## config.mk

```make
export PLATFORM = sky130hd
export DESIGN_NAME = peach_mem_arbiter
export DESIGN_NICKNAME = d
export VERILOG_FILES = /design/src/rtl/peach_pkg.sv /design/src/rtl/peach_rr_arb2.sv /design/src/rtl/peach_mem_arbiter.sv
export SDC_FILE = /design/constraint.sdc
export NUM_CORES = 1
export LEC_CHECK = 0
export CORE_AREA = 2 2 116 118
export CTS_BUF_LIST = sky130_fd_sc_hd__clkbuf_8
export CTS_CLUSTER_DIAMETER = 40
export DETAILED_ROUTE_END_ITERATION = 12
export DIE_AREA = 0 0 118 120
export PLACE_DENSITY_LB_ADDON = 0.12
export SETUP_SLACK_MARGIN = 0.05
export SLEW_MARGIN = 20
export SYNTH_ARGS = -nofsm -noshare
export SYNTH_HDL_FRONTEND = slang
export SYNTH_SLANG_ARGS = --single-unit
export TNS_END_PERCENT = 50
```

## constraint.sdc

```tcl
create_clock -name clk -period 4.2 [get_ports clk]
set_clock_uncertainty 0.15 [all_clocks]
set_input_delay 1.05 -clock clk [delete_from_list [all_inputs] [get_ports clk]]
set_output_delay 1.05 -clock clk [all_outputs]
set_load 0.02 [all_outputs]
```

## src/rtl/peach_pkg.sv

```systemverilog
`default_nettype none
// ---------------------------------------------------------------------------
// peach_pkg : shared types and widths for the peach32 memory arbiter
// Revision  : 1.0
// ---------------------------------------------------------------------------
package peach_pkg;

  typedef enum logic [0:0] {
    ARB_BOOT = 1'b0,
    ARB_RUN  = 1'b1
  } arb_state_t;

  localparam int MEM_DATA_W = 32;
  localparam int MEM_BE_W   = 4;

endpackage
`default_nettype wire

```

## src/rtl/peach_rr_arb2.sv

```systemverilog
`default_nettype none
// ---------------------------------------------------------------------------
// peach_rr_arb2 : two-requester round-robin arbiter (req[1] = data, req[0] = fetch)
// Revision      : 1.0
// ---------------------------------------------------------------------------
module peach_rr_arb2 (
  input  logic       clk,
  input  logic       reset,
  input  logic [1:0] req,
  input  logic       update,
  output logic [1:0] gnt
);

  logic last_d_q;
  logic last_d_d;

  // On contention data wins unless data held the previous grant
  always_comb begin
    gnt = 2'b00;
    case (req)
      2'b01:   gnt = 2'b01;
      2'b10:   gnt = 2'b10;
      2'b11:   gnt = last_d_q ? 2'b01 : 2'b10;
      default: gnt = 2'b00;
    endcase
  end

  always_comb begin
    last_d_d = last_d_q;
    if (update && (gnt != 2'b00)) begin
      last_d_d = gnt[1];
    end
  end

  always_ff @(posedge clk or posedge reset) begin
    if (reset) begin
      last_d_q <= 1'b0;
    end else begin
      last_d_q <= last_d_d;
    end
  end

endmodule
`default_nettype wire

```

## src/rtl/peach_mem_arbiter.sv

```systemverilog
`default_nettype none
// ---------------------------------------------------------------------------
// peach_mem_arbiter : ROM-to-RAM boot copy, then fetch/data sharing of one RAM port
// Revision          : 1.0
// ---------------------------------------------------------------------------
module peach_mem_arbiter
  import peach_pkg::*;
#(
  parameter int ADDR_WIDTH = 12,
  parameter int BOOT_WORDS = 4096
) (
  input  logic                  clk,
  input  logic                  reset,
  output logic                  boot_done,
  input  logic                  if_req,
  input  logic [31:0]           if_addr,
  output logic                  if_gnt,
  output logic                  if_rvalid,
  output logic [MEM_DATA_W-1:0] if_rdata,
  input  logic                  d_req,
  input  logic                  d_we,
  input  logic [31:0]           d_addr,
  input  logic [MEM_DATA_W-1:0] d_wdata,
  input  logic [MEM_BE_W-1:0]   d_be,
  output logic                  d_gnt,
  output logic                  d_rvalid,
  output logic [MEM_DATA_W-1:0] d_rdata,
  output logic [ADDR_WIDTH-1:0] rom_addr,
  input  logic [MEM_DATA_W-1:0] rom_data,
  output logic                  ram_en,
  output logic                  ram_we,
  output logic [MEM_BE_W-1:0]   ram_be,
  output logic [ADDR_WIDTH-1:0] ram_addr,
  output logic [MEM_DATA_W-1:0] ram_wdata,
  input  logic [MEM_DATA_W-1:0] ram_rdata
);

  localparam int CNT_W = ADDR_WIDTH + 1;
  localparam logic [CNT_W-1:0] BOOT_N    = CNT_W'(BOOT_WORDS);
  localparam logic [CNT_W-1:0] BOOT_LAST = CNT_W'((BOOT_WORDS == 0) ? 0 : BOOT_WORDS - 1);

  arb_state_t       state_q, state_d;
  logic [CNT_W-1:0] cnt_q, cnt_d;
  logic             boot_done_q, boot_done_d;
  logic             if_rvalid_q, if_rvalid_d;
  logic             d_rvalid_q, d_rvalid_d;

  logic             run;
  logic             boot_wr;
  logic [1:0]       arb_gnt;

  assign run     = (state_q == ARB_RUN);
  assign boot_wr = (state_q == ARB_BOOT) && (cnt_q < BOOT_N);

  peach_rr_arb2 u_rr_arb2 (
    .clk    (clk),
    .reset  (reset),
    .req    ({d_req & run, if_req & run}),
    .update (run),
    .gnt    (arb_gnt)
  );

  assign d_gnt  = arb_gnt[1];
  assign if_gnt = arb_gnt[0];

  // Byte-address offset and bits beyond the RAM depth are deliberately dropped
  logic unused_addr_bits;
  assign unused_addr_bits = ^{if_addr[31:ADDR_WIDTH+2], if_addr[1:0],
                              d_addr[31:ADDR_WIDTH+2], d_addr[1:0]};

  always_comb begin
    state_d     = state_q;
    cnt_d       = cnt_q;
    boot_done_d = boot_done_q;
    if (state_q == ARB_BOOT) begin
      if (boot_wr) begin
        cnt_d = cnt_q + 1'b1;
      end
      if (cnt_q >= BOOT_LAST) begin
        state_d     = ARB_RUN;
        boot_done_d = 1'b1;
      end
    end
    if_rvalid_d = if_gnt;
    d_rvalid_d  = d_gnt & ~d_we;
  end

  always_ff @(posedge clk or posedge reset) begin
    if (reset) begin
      state_q     <= ARB_BOOT;
      cnt_q       <= '0;
      boot_done_q <= 1'b0;
      if_rvalid_q <= 1'b0;
      d_rvalid_q  <= 1'b0;
    end else begin
      state_q     <= state_d;
      cnt_q       <= cnt_d;
      boot_done_q <= boot_done_d;
      if_rvalid_q <= if_rvalid_d;
      d_rvalid_q  <= d_rvalid_d;
    end
  end

  always_comb begin
    ram_en    = 1'b0;
    ram_we    = 1'b0;
    ram_be    = '0;
    ram_addr  = '0;
    ram_wdata = '0;
    if (boot_wr) begin
      ram_en    = 1'b1;
      ram_we    = 1'b1;
      ram_be    = '1;
      ram_addr  = cnt_q[ADDR_WIDTH-1:0];
      ram_wdata = rom_data;
    end else if (d_gnt) begin
      ram_en    = 1'b1;
      ram_we    = d_we;
      ram_be    = d_we ? d_be : '0;
      ram_addr  = d_addr[ADDR_WIDTH+1:2];
      ram_wdata = d_we ? d_wdata : '0;
    end else if (if_gnt) begin
      ram_en   = 1'b1;
      ram_addr = if_addr[ADDR_WIDTH+1:2];
    end
  end

  assign rom_addr  = cnt_q[ADDR_WIDTH-1:0];
  assign boot_done = boot_done_q;
  assign if_rvalid = if_rvalid_q;
  assign d_rvalid  = d_rvalid_q;
  assign if_rdata  = ram_rdata;
  assign d_rdata   = ram_rdata;

endmodule
`default_nettype wire

```

* After elaboration in Yosys (flattened, before gate mapping) *
Cells that the tools add are included.

word-level totals
  register bits = 18
  latch bits = 0
  bits in writable memories = 0
  ROM bits = 0
  bits of input ports = 169
  output and inout port bits = 131
  word-level logic and storage cells = 40
  memories = 0

cells by class
  add/subtract/negate cells = 1
  $mul = 0
  divide/modulo/power cells = 0
  $lt $le $gt $ge = 2
  equality and inequality tests = 3
  shifts and indexed selects = 0
  mux-type cells = 18
  bitwise gates (word level) = 5
  reduce and logical (&&, ||, !) cells = 5

operators with widths
  kind                   count
  $mux 32                3
  $mux 12                3
  $add 13x1->13 const B  1
  $ge 13x12->1 const B   1
  $lt 13x13->1 const B   1
  $mux 4                 3
  $mux 1                 7
  $pmux 2 s3             1
  $eq 2x2->1 const B     2
  $reduce_and 2->1       2
  $and 1x1->1            3
  $eq 2x1->1 const B     1
  $logic_and 1x1->1      2
  $mux 2                 1
  $not 1->1              2
  $reduce_bool 2->1      1

* Depth between registers and ports, before layout *
Gate-level depths: netlist of the first run.

  depth after elaboration = 6
  gate-level depth with buffers = 5
  gate-level depth less buffers = 4

* By module *
From an unflattened synthesis of the first run, not the netlist that was laid out.

unflattened totals
  cell total of the unflattened synthesis = 233
  area, all modules = 1970.6 um^2

modules (own cells, without submodules)
  module             instances  cells an instance  area an instance (um^2)  seq. area each (um^2)
  peach_mem_arbiter  1          226                1911.8                   425.4
  peach_rr_arb2      1          7                  58.8                     25.0

* Worst setup path after synthesis of the first run *
Ideal clock, no wire load.

  kind = input-to-output
  start = input port d_req
  end = output port ram_addr[10]
  data arrival time = 1.939 ns
  data required time = 3.000 ns
  path slack = 1.061 ns
  cell stages on the path = 4
  buffers on the path = 1
  path through = nand2_2 a21oi_1 buf_2 a221o_1

between the ends
  elaborated cells between the ends (all ways) = 8
  classes of those cells = 3 x eq/ne; 4 x mux; 1 x bitwise

RTL lines
  what                                      RTL line                  source
  start: declaration                        peach_mem_arbiter.sv:20   input logic d_req,
  $and 1x1->1 (*)                           peach_mem_arbiter.sv:58   .req ({d_req & run, if_req & run}),
  $eq 2x2->1 or $eq 2x1->1 (tied branches)  peach_rr_arb2.sv:20       case (req)
  $pmux 2 s3 (*)                            peach_rr_arb2.sv:20
  net d_gnt                                 peach_mem_arbiter.sv:25   output logic d_gnt,
  $mux 12 (*)                               peach_mem_arbiter.sv:116  end else if (d_gnt) begin
  $mux 12 (*)                               peach_mem_arbiter.sv:110  if (boot_wr) begin
  end: declaration                          peach_mem_arbiter.sv:33   output logic [ADDR_WIDTH-1:0] ram_addr,

The timed path passes the listed nets; every way through them passes the cells marked *.

* Worst setup path after layout of the first run *
  start = input port d_req
  end = output port ram_wdata[16]

between the ends
  cells in the longest elaborated chain, start to end = 5
  elaborated cells between the ends (all ways) = 7
  classes of those cells = 3 x eq/ne; 3 x mux; 1 x bitwise

ends and longest elaborated chain
  what                                      RTL line                  source
  $and 1x1->1 (*)                           peach_mem_arbiter.sv:58
  $eq 2x2->1 or $eq 2x1->1 (tied branches)  peach_rr_arb2.sv:20
  $pmux 2 s3 (*)                            peach_rr_arb2.sv:20
  $mux 32 (*)                               peach_mem_arbiter.sv:116
  $mux 32 (*)                               peach_mem_arbiter.sv:110
  end: declaration                          peach_mem_arbiter.sv:34   output logic [MEM_DATA_W-1:0] ram_wdata,

Every way passes the cells marked *; elsewhere a longest branch is shown, timed or not.

==> out/qor.txt, run 1 <==
outcome: finished clean
Max-Cap Viols: 0
Pwr Density: 143.2 nW/µm²
vias per cell: 3.781
sequential area share after synthesis: 0.2236
Max Buffers Root-to-Sink: 2
top post-synthesis cells by area: buf_4 (29%), dfrtp_1 (22%), a22o_1 (14%), a221o_1 (6.0%), xor2_1 (3.5%)
crit path cell chain: clkdlybuf4s50_1, nand2_2, a211oi_4, buf_12, a22o_1, clkdlybuf4s50_1
Storage cell area: 450.4 µm²
pre-CTS WS: 45.49 ps
Placeable Area: 12980 µm²
HP Class: flop to flop
Crit. End Element: output port
Worst Max-Slew Pin Slew: 741.9 ps
reg-to-reg slack, setup: 2340 ps
synth unique cells: 33
# nets final: 475
diode count: 0
Synth area leader: buf_4
CP startpoint kind: input pin
DIE WIDTH: 118 µm
first-pass GRT wire length: 11110 µm
grt ovf: 0
die height: 120 µm
vias in the first global route: 1860
initial antenna violation count: 0
H-tree Lvls: 1
clk slew on worst S/H paths: 70 ps
total number of vias: 1815
yosys warns: 0
syn_area_per_cell: 9.115 µm²
critical path class: input pin to output port
Synth Instances: 221
fmax: 0.2438 GHz
Cell Area, Synth: 2014 µm²
Synth-to-Final Area Change: 66.89%
# IOs: 300
drt pass-1 iters: 4
I/O Buffers: 163
FF+latch count, synth: 18
final core utilization: 0.2590
Final ANT Viol Nets: 0
post-detail-place hpwl: 6032 µm
RSZ-0062 raised after global routing: yes
gr usage total: 0.09929
arrival time at the worst endpoint: 2900 ps
root buffer cell: clkbuf_8
residual DRC count: 0
Synth async-reset ratio: 1.000
most used cell, CP: clkdlybuf4s50_1
P_leak: 1.377 nW
combined area of the multi-input logic cells: 910.9 µm²
pin count of the biggest net entering global routing: 41
Fillers: 1385
EDFF count, synth: 0
Worst slew margin: 0.5049
Routed Wire Length: 7547 µm
Critical Path Fanout Max: 37
clk_lat worst skew: 260 ps
CTS Sinks: 18
most used flip-flop cell after synthesis: dfrtp_1
Max IR drop VDD: 0.07821 mV
Final TNS setup: 0 ps
share of cells above drive strength 1: 0.05921
Placer Congestion: 0.7000
clock tree from TritonCTS: yes
routed len/inst: 15.72 µm
Syn Nets: 391
# hold bufs at CTS: 0
Detailed Route Iter0 Violations: 74
Required @ worst endpoint: 3000 ps
Critical Path Max Stage Delay: 610 ps
fin crit share: 0.9766
fin crit period: 4102 ps
die area: 14160 µm²
share of the synthesized area in the top cell type: 0.2870
count of final setup violators: 0
Slew Limit Fails: 0
Hold Vio Cnt, Final: 0
top-count cell post-synth: buf_4
setup ws final: 98.16 ps
commonest cells in the netlist: buf_4 (77), a22o_1 (32), dfrtp_1 (18)
Initial Utilization: 0.1552
Num CTS Buffers: 3
critical path's slowest cell: clkdlybuf4s50_1
Rows: 42
-- cell usage in the layout (no fill, tap or decap) --
master,count
or2_2,2
nand3b_1,1
ha_1,1
mux2_2,1
nor4_4,2
o31a_1,1
or3b_1,1
nand2_1,5
nor3_4,1
buf_4,2
a221o_1,12
xor2_1,8
clkbuf_8,4
dfrtp_1,18
inv_1,4
nand2b_1,2
and2_1,6
nor3_1,2
dlymetal6s2s_1,10
a21o_1,4
a21oi_1,4
nor2_1,3
xnor2_1,3
a22o_1,32
clkdlybuf4s50_1,152
and2_0,6
nand3_2,1
nand4_1,2
nand3_1,2
nand2_2,1
dlygate4sd2_1,1
nand4bb_1,1
a211oi_4,1
buf_12,2
nor4_1,4
nor2_4,1
mux2i_1,1
-- final timing paths --
path / start / endpoint / cells after the start
setup / recovery: d_req / ram_wdata[16] / 6
hold / removal: cnt_q[10] / cnt_q[10] / 1
setup reg to reg: cnt_q[0] / cnt_q[8] / 4
hold reg to reg: cnt_q[10] / cnt_q[10] / 1
max in group asynchronous: reset / u_rr_arb2.last_d_q / 2
min in group asynchronous: reset / if_rvalid / 2
-- sequential cells by signal, indices dropped and copies added (netlist names) --
| signal | count |
|---|---|
| u_rr_arb2.last_d_q | 1 |
| run | 1 |
| cnt_q | 13 |
| if_rvalid | 1 |
| d_rvalid | 1 |
| boot_done | 1 |
-- metal layers --
metal	GRT usage	routed length (µm)	vias up	share of wire
met3	0.02947	531	4	0.070
met4	0.03012	87	0	0.012
li1	-	-	880	-
met1	0.1193	3038	864	0.40
met5	0	0	-	0
met2	0.1708	3889	67	0.52
-- final cells by class --
class,count,area share
Tap cell,176,0.06550
Clock buffer,4,0.01638
Timing Repair Buffer,167,0.5087
Sequential cell,18,0.1340
Multi-Input combinational cell,111,0.2709
Inverter,4,0.004466
-- timing repair --
item | in CTS | in global routing
endpoints found under the setup margin | 1 | 29
endpoints found under the hold margin | 0 | 0
setup buffers | 0 | 0
resized for setup | 1 | 10
-- logic make-up after synthesis --
| logic type | count (synthesis) | synth area share |
|---|---|---|
| AO/OA/AOI/OAI | 54 | 0.2379 |
| multiplexers | 2 | 0.01056 |
| buffers and inverters | 92 | 0.3279 |
| XOR/XNOR | 11 | 0.04783 |
| AND/OR/NAND/NOR | 43 | 0.1460 |
| adder cells (fa/ha/maj) | 1 | 0.006210 |
| flip-flops | 18 | 0.2236 |
-- critical path, delay by kind of cell --
kind | cells | cell delay (ps)
AOI/OAI and AO/OA | 2 | 370
buffers and inverters | 3 | 1370
and+or+nand+nor | 1 | 100
-- per-stage QoR --
stage               instances  power [W]  area, µm²  hold slack [ps]
floorplan                 221  0.0003068       2014            327.5
global placement          476  0.0003434       3283            376.0
detailed placement        476  0.0003436       3283            382.9
CTS                       480  0.0004918       3337            396.1
global route              480  0.0005062       3362            416.0
finish                    480  0.0004814       3362            384.6
-- report_power, final --
group	switching, W	total (W)	internal (W)
clock network	0.0000600	0.000143	0.0000833
logic	0.0000505	0.000165	0.000114
registers	0	0.000173	0.000173
No activity file was read; power rests on OpenSTA's default activity.
==> run 2, diff against run 1 <==
--- a/config.mk
+++ b/config.mk
@@ -5,6 +5,7 @@
 export SDC_FILE = /design/constraint.sdc
 export NUM_CORES = 1
 export LEC_CHECK = 0
+export CAP_MARGIN = 10
 export CORE_AREA = 2 2 116 118
 export CTS_BUF_LIST = sky130_fd_sc_hd__clkbuf_8
 export CTS_CLUSTER_DIAMETER = 40
@@ -12,6 +13,7 @@
 export DIE_AREA = 0 0 118 120
 export PLACE_DENSITY_LB_ADDON = 0.12
 export SETUP_SLACK_MARGIN = 0.05
+export SKIP_CTS_REPAIR_TIMING = 1
 export SLEW_MARGIN = 20
 export SYNTH_ARGS = -nofsm -noshare
 export SYNTH_HDL_FRONTEND = slang
==> constraint.sdc (replaced) <==
create_clock -name clk -period 4.2 [get_ports clk]
set_clock_uncertainty 0.15 [all_clocks]
set_input_delay 0.84 -clock clk [delete_from_list [all_inputs] [get_ports clk]]
set_output_delay 0.84 -clock clk [all_outputs]
set_load 0.02 [all_outputs]
==> run 2 against run 1 <==
Cell area fell by 1.1%. Largest cell class unchanged. Non-clock buffer count is the same. Critical path depth unchanged.
==> out/qor.txt, run 2 (synthesized netlist as in run 1, its figures left out) <==
outcome: finished clean (unchanged)
Crit. End Element: output port (unchanged)
routed len/inst: 15.92 µm (was 15.72 µm)
fmax: 0.2665 GHz (was 0.2438 GHz)
pin count of the biggest net entering global routing: 41 (unchanged)
clock tree from TritonCTS: yes (unchanged)
die height: 120 µm (unchanged)
fin crit period: 3753 ps (was 4102 ps)
commonest cells after routing, fill and taps aside: clkdlybuf4s50_1 (163), a22o_1 (32), dfrtp_1 (18) (was clkdlybuf4s50_1 (152), a22o_1 (32), dfrtp_1 (18))
initial antenna violation count: 0 (unchanged)
die area: 14160 µm² (unchanged)
Finished Cell Area: 3324 µm² (was 3362 µm²)
Slew Limit Fails: 0 (unchanged)
grt ovf: 0 (unchanged)
clk_lat worst skew: 250 ps (was 260 ps)
Worst Max-Slew Pin Slew: 747.0 ps (was 741.9 ps)
crit path cell chain: clkdlybuf4s50_1, nand2_2, a211oi_4, buf_12, a22o_1, clkdlybuf4s50_1 (unchanged)
DIE WIDTH: 118 µm (unchanged)
Pwr Density: 138.9 nW/µm² (was 143.2 nW/µm²)
# IOs: 300 (unchanged)
commonest non-fill, non-tap cell in the layout: clkdlybuf4s50_1 (unchanged)
critical path's slowest cell: clkdlybuf4s50_1 (unchanged)
gr usage total: 0.1001 (was 0.09929)
Critical Path Max Stage Delay: 630 ps (was 610 ps)
first-pass GRT wire length: 11210 µm (was 11110 µm)
H-tree Lvls: 1 (unchanged)
Max-Cap Viols: 0 (unchanged)
RSZ-0062 raised after global routing: no (was yes)
max FFs per register: 13 (unchanged)
root buffer cell: clkbuf_8 (unchanged)
critical path class: input pin to output port (unchanged)
delay-heaviest family, CP: buffers and inverters (unchanged)
Routed Wire Length: 7624 µm (was 7547 µm)
residual DRC count: 0 (unchanged)
pre-CTS WS: 458.6 ps (was 45.49 ps)
total number of vias: 1822 (was 1815)
Max Buffers Root-to-Sink: 2 (unchanged)
CTS Sinks: 18 (unchanged)
Critical Path Fanout Max: 37 (unchanged)
vias in the first global route: 1890 (was 1860)
Num CTS Buffers: 3 (unchanged)
Total Power: 0.0004619 W (was 0.0004814 W)
drt pass-1 iters: 4 (unchanged)
Detailed Route Iter0 Violations: 91 (was 74)
post-detail-place hpwl: 6057 µm (was 6032 µm)
Final ANT Viol Nets: 0 (unchanged)
fin crit share: 0.8935 (was 0.9766)
Placer Congestion: 0.7029 (was 0.7000)
placed insts: 476 (unchanged)
clk slew on worst S/H paths: 70 ps (about the same)
diode count: 0 (unchanged)
Synth-to-Final Area Change: 65.03% (was 66.89%)
Required @ worst endpoint: 3210 ps (was 3000 ps)
Top reg by flops: cnt_q (unchanged)
area post-placement: 3283 µm² (unchanged)
Hold Vio Cnt, Final: 0 (unchanged)
count of final setup violators: 0 (unchanged)
setup ws final: 447.3 ps (was 98.16 ps)
# nets final: 475 (unchanged)
Rows: 42 (unchanged)
Max IR drop VDD: 0.08693 mV (was 0.07821 mV)
Final Non-Filler Cells: 479 (was 480)
I/O Buffers: 163 (unchanged)
vias per cell: 3.804 (was 3.781)
most used cell, CP: clkdlybuf4s50_1 (unchanged)
share of cells above drive strength 1: 0.05611 (was 0.05921)
Initial Utilization: 0.1552 (unchanged)
arrival time at the worst endpoint: 2760 ps (was 2900 ps)
worst path bufs/invs: 3 (unchanged)
Final TNS setup: 0 ps (unchanged)
CP startpoint kind: input pin (unchanged)
Worst slew margin: 0.5015 (was 0.5049)
P_leak: 1.277 nW (was 1.377 nW)
HP Class: flop to flop (unchanged)
Placeable Area: 12980 µm² (unchanged)
-- run 2: changes by cell type in the layout (fill, tap and decap cells not counted), sizes merged --
cell and change:
dlymetal6s2s -10, dlygate4sd2 -1, clkdlybuf4s50 +11, clkbuf -1
-- run 2: final timing paths --
check | endpoint | cells after the start | startpoint | slack, ps
hold / removal | cnt_q[10] | 1 | cnt_q[10] | 380
setup / recovery | ram_wdata[21] | 6 | d_req | 450
min in group asynchronous | if_rvalid | 2 | reset | 870
setup reg to reg | cnt_q[8] | 4 | cnt_q[0] | 2320
hold reg to reg | cnt_q[10] | 1 | cnt_q[10] | 380
max in group asynchronous | cnt_q[8] | 2 | reset | 2560
-- run 2: cell type report --
class / instances / area (µm²)
multi-input cells: 111 / 910.9
clock buffers: 3 / 41.29
fillers: 1386 / 9656
well taps: 176 / 220.2
inverters: 4 / 15.01
repair buffers: 167 / 1687
flip-flops and latches: 18 / 450.4
-- run 2: report_power, final --
part / leakage [nW] / switching [W] / internal (W)
logic: 1.02 / 0.0000509 / 0.000116
registers: 0.232 / 0 / 0.000173
clock network: 0.0216 / 0.0000583 / 0.0000637
-- run 2: per-layer routing --
metal  GRT usage  vias to the layer above  wire length (µm)
met4     0.02108                        0                47
li1            -                      885                 -
met5           0                        -                 0
met1      0.1223                      873              3125
met2      0.1744                       62              3932
met3     0.02947                        2               519
-- run 2: stage by stage --
step | utilization | hold slack [ps]
finish | 0.2561 | 379.2
global route | 0.2561 | 415.1
CTS | 0.2561 | 395.9
detailed placement | 0.2529 | 382.9
global placement | 0.2529 | 375.9
floorplan | - | 327.5
-- run 2: worst reg2reg max path, cell delays in order, from the launching register on --
cell and delay [ps]:
dfrtp_1 490, ha_1 230, or3b_1 550, nor4_4 220, xor2_1 160
